===== src/rtl/dec_wr_arb.sv =====
// Two-port register-file write arbiter: round-robin grant with a combinational ack,
// then a registered one-hot write-enable decode with an error pulse and conflict statistics.
module dec_wr_arb #(
  parameter  int NREG         = 8,
  parameter  bit ZERO_PROTECT = 1'b0,
  localparam int ADDR_W       = (NREG > 1) ? $clog2(NREG) : 1
) (
  input  logic              clk,
  input  logic              rst,
  input  logic              wrenA,
  input  logic [ADDR_W-1:0] writeaddressA,
  output logic              ackA,
  input  logic              wrenB,
  input  logic [ADDR_W-1:0] writeaddressB,
  output logic              ackB,
  output logic [NREG-1:0]   decOut,
  output logic              wsel,
  output logic              addr_err,
  output logic [7:0]        conflict_cnt
);

  logic              r_lastB;
  logic              w_both;
  logic              w_grantA;
  logic              w_grantB;
  logic              w_grant;
  logic [ADDR_W-1:0] w_gnt_addr;
  logic              w_oob;
  logic              w_zero;
  logic [NREG-1:0]   w_onehot;

  logic [NREG-1:0]   r_dec_p1;
  logic              r_wsel_p1;
  logic              r_err_p1;
  logic [7:0]        r_conflict_cnt;

  // Stage p0: arbitration and decode of the winning address
  assign w_both   = wrenA & wrenB;
  // On a conflict the port that did not win last time is granted
  assign w_grantA = ~rst & wrenA & (~wrenB | r_lastB);
  assign w_grantB = ~rst & wrenB & (~wrenA | ~r_lastB);
  assign w_grant  = w_grantA | w_grantB;

  assign w_gnt_addr = w_grantB ? writeaddressB : writeaddressA;
  assign w_oob      = (32'(w_gnt_addr) >= NREG);
  assign w_zero     = ZERO_PROTECT && (w_gnt_addr == '0);

  always_comb begin
    w_onehot = '0;
    for (int i = 0; i < NREG; i++) begin
      w_onehot[i] = (w_gnt_addr == ADDR_W'(i));
    end
  end

  // Stage p1: registered write enable, port select and error pulse
  always_ff @(posedge clk) begin
    if (rst) begin
      r_dec_p1       <= '0;
      r_wsel_p1      <= 1'b0;
      r_err_p1       <= 1'b0;
      r_lastB        <= 1'b1;
      r_conflict_cnt <= 8'd0;
    end else begin
      r_dec_p1 <= (w_grant && !w_oob && !w_zero) ? w_onehot : '0;
      r_err_p1 <= w_grant && w_oob;
      if (w_grant) begin
        r_wsel_p1 <= w_grantB;
        r_lastB   <= w_grantB;
      end
      if (w_both && (r_conflict_cnt != 8'hFF)) begin
        r_conflict_cnt <= r_conflict_cnt + 8'd1;
      end
    end
  end

  assign ackA         = w_grantA;
  assign ackB         = w_grantB;
  assign decOut       = r_dec_p1;
  assign wsel         = r_wsel_p1;
  assign addr_err     = r_err_p1;
  assign conflict_cnt = r_conflict_cnt;

endmodule


===== config.mk =====
export PLATFORM = sky130hd
export DESIGN_NAME = dec_wr_arb
export DESIGN_NICKNAME = d
export VERILOG_FILES = /design/src/rtl/dec_wr_arb.sv
export SDC_FILE = /design/constraint.sdc
export NUM_CORES = 1
export LEC_CHECK = 0
export ABC_AREA = 1
export BUFFER_PORTS_ARGS = -buffer_cell sky130_fd_sc_hd__buf_4
export CAP_MARGIN = 20
export CORE_MARGIN = 5
export CORE_UTILIZATION = 33
export CTS_BUF_LIST = sky130_fd_sc_hd__clkbuf_8 sky130_fd_sc_hd__clkbuf_16
export DETAILED_ROUTE_END_ITERATION = 7
export PLACE_DENSITY = 0.62
export SETUP_SLACK_MARGIN = 0.05
export SLEW_MARGIN = 20
export SYNTH_ARGS = -nofsm -noshare
export SYNTH_HDL_FRONTEND = slang
export SYNTH_SLANG_ARGS = --single-unit
export TNS_END_PERCENT = 30

===== constraint.sdc =====
create_clock -name clk -period 2.69 [get_ports clk]
set_input_delay 0.269 -clock clk [delete_from_list [all_inputs] [get_ports clk]]
set_output_delay 0.269 -clock clk [all_outputs]
set_load 0.005 [all_outputs]

==> run metrics <==
die area=3670 sq um; Initial Utilization=34.4%; global placement routability congestion=slightly above 0.7; commonest non-fill, non-tap cells in the layout=37 x nand2_1, 28 x buf_4, 19 x nor2_1; synthesized instance count=122; hpwl dp=about 1500 um; vias in the first global route=744; startpoint class of the critical path=register; RSZ-0062 raised after global routing=no; CTS tree=yes; CTS clock-pin slew for the worst setup and hold paths=about 0.070 ns; Post-Syn Area per Cell=roughly 7 sq um; Wirelength per Cell=10.0 um; final critical-path required period=roughly 1.3 ns; crit path kind=register to primary output; Post-Synthesis Cell Area=843 sq um; # diodes=0; first-pass GRT wire length=~3000 um; Core ar.=2450 sq um; Syn. warnings=0; Flop pwr share=around half; Hold WS=0.179 ns; fmax=756 MHz; sw frac=22.5%; nets=163; sequential area share after synthesis=42.7%; Clk pwr share=between 30 and 40%; DRT antenna net count=0; synth unique cells=20; area grow syn2layout=32.3%; leading cell type in the layout, fill and taps excluded=nand2_1; # hold bufs at CTS=0; GRT busiest layer=met2; Hold Violations, Final=0; TritonRoute pass-1 iters=4; number of max-cap violations=0; GRT overflow=0; Syn Nets=~130; Leak=0.554 nW; I/O Pins=30; initial antenna violation count=0; clk root buf=clkbuf_8; post_cts resized=0; outcome=complete, no violations; worst skew pair latency=0.25 ns; Placed Cells=177; total CTS buffers=3; num rows=18; setup TNS=0 ns; DIE WIDTH=roughly 60 um; input/output buffers=28; Via Count=just over 800; Vias/cell=4.46; Final Power=0.561 mW; Post-Layout Cell Count=181; Worst Path Max Fanout=9; post-CTS setup buffers=0; largest net degree at the start of global routing=13; Max VDD drop=401 uV; final setup violation count=0; Logic pwr share=between 10% and 20%; grt met3 use=4.89%; Net Sw Power=0.126 mW; clk sinks=18; fin crit share=49.2%; # H-tree levels=1; Worst setup EP type=primary output; GRT Resource Usage Total=10.8%; Pins Over Slew Limit=0; drt total wl=roughly 1800 um; share of layout cells above drive strength 1=28.5%; Clock Skews=around 0.0045 ns; Pwr Density=503 nW/um^2; Pint=between 0.4 and 0.5 mW; clk buf depth=2; WP data arrival=1.05 ns; die height=60.6 um; GR Util met2=17.3%; Hold WC Path Type=primary input to register; drt drc=0; required time worst endpoint=2.42 ns; DRT iter0 DRCs=13; M1 GR Usage=12.6%; Final Core Density=45.5%; Synth Register Bits=18
-- cell usage after synthesis, drive strengths merged --
library cell	number	share of area (%)
nand2	39	18
nor2	24	13
dfxtp	18	43
inv	15	6.7
nand3	9	5.9
a21oi	6	3.6
buf	3	3.6
o21ai	2	1.2
conb	1	0.44
ha	1	1.5
nand3b	1	0.89
nand4	1	0.74
nor3	1	0.59
o211ai	1	0.89
-- cells by family after synthesis --
| kind of cell | Yosys count | synth area share [%] |
|---|---|---|
| AOI/OAI and AO/OA | 9 | 5.64 |
| adders and majority gates | 1 | 1.48 |
| buffers and inverters | 18 | 10.2 |
| DFF | 18 | 42.7 |
| other | 1 | 0.445 |
| and+or+nand+nor | 75 | 39.5 |
-- power groups by stage --
stage | clock network [mW] | logic [mW] | registers, mW
3_3_place_gp | 0 | 0.0652 | 0.284
5_1_grt | 0.239 | 0.0749 | 0.280
4_1_cts | 0.227 | 0.0665 | 0.279
6_report | 0.217 | 0.0654 | 0.279
3_5_place_dp | 0 | 0.0662 | 0.285
2_1_floorplan | 0 | 0.0366 | 0.285
-- cell type report --
class,instances,area (sq um)
multi-input cells,86,397
fillers,251,1340
well taps,30,37.5
flip-flops and latches,18,360
repair buffers,28,210
clock buffers,4,55.1
inverters,15,56.3
-- critical path: stages (launching register included) --
cell	delay (ns)
dfxtp_1	0.31
nand2_1	0.08
nand3_2	0.16
inv_2	0.13
buf_4	0.11
-- routing by layer --
| layer | up-vias | share of wire, % |
|---|---|---|
| met5 | - | 0 |
| met4 | 0 | 1.4 |
| met3 | 5 | 9.9 |
| met2 | 25 | 46 |
| met1 | 350 | 43 |
| li1 | 428 | - |
-- flip-flops by register name, indices dropped and copies added, names as in the netlist --
signal and count:
conflict_cnt 8, decOut 8, r_lastB 1, wsel 1
-- worst paths after layout --
kind | startpoint | end | slack (ns) | cells after the start
worst min-delay path | rst | wsel | 0.18 | 2
worst max-delay path | r_lastB | ackB | 1.37 | 4
worst min register to register | wsel | wsel | 0.49 | 2
worst max register to register | conflict_cnt[0] | conflict_cnt[3] | 1.37 | 6
-- metrics by stage --
stage               setup WS, ns  area (sq um)
floorplan                   1.45           843
detailed placement          1.37          1060
global placement            1.42          1060
CTS                         1.35          1120
global route                1.22          1120
finish                      1.37          1120
Note: power is estimated with default switching activity, not from simulation.
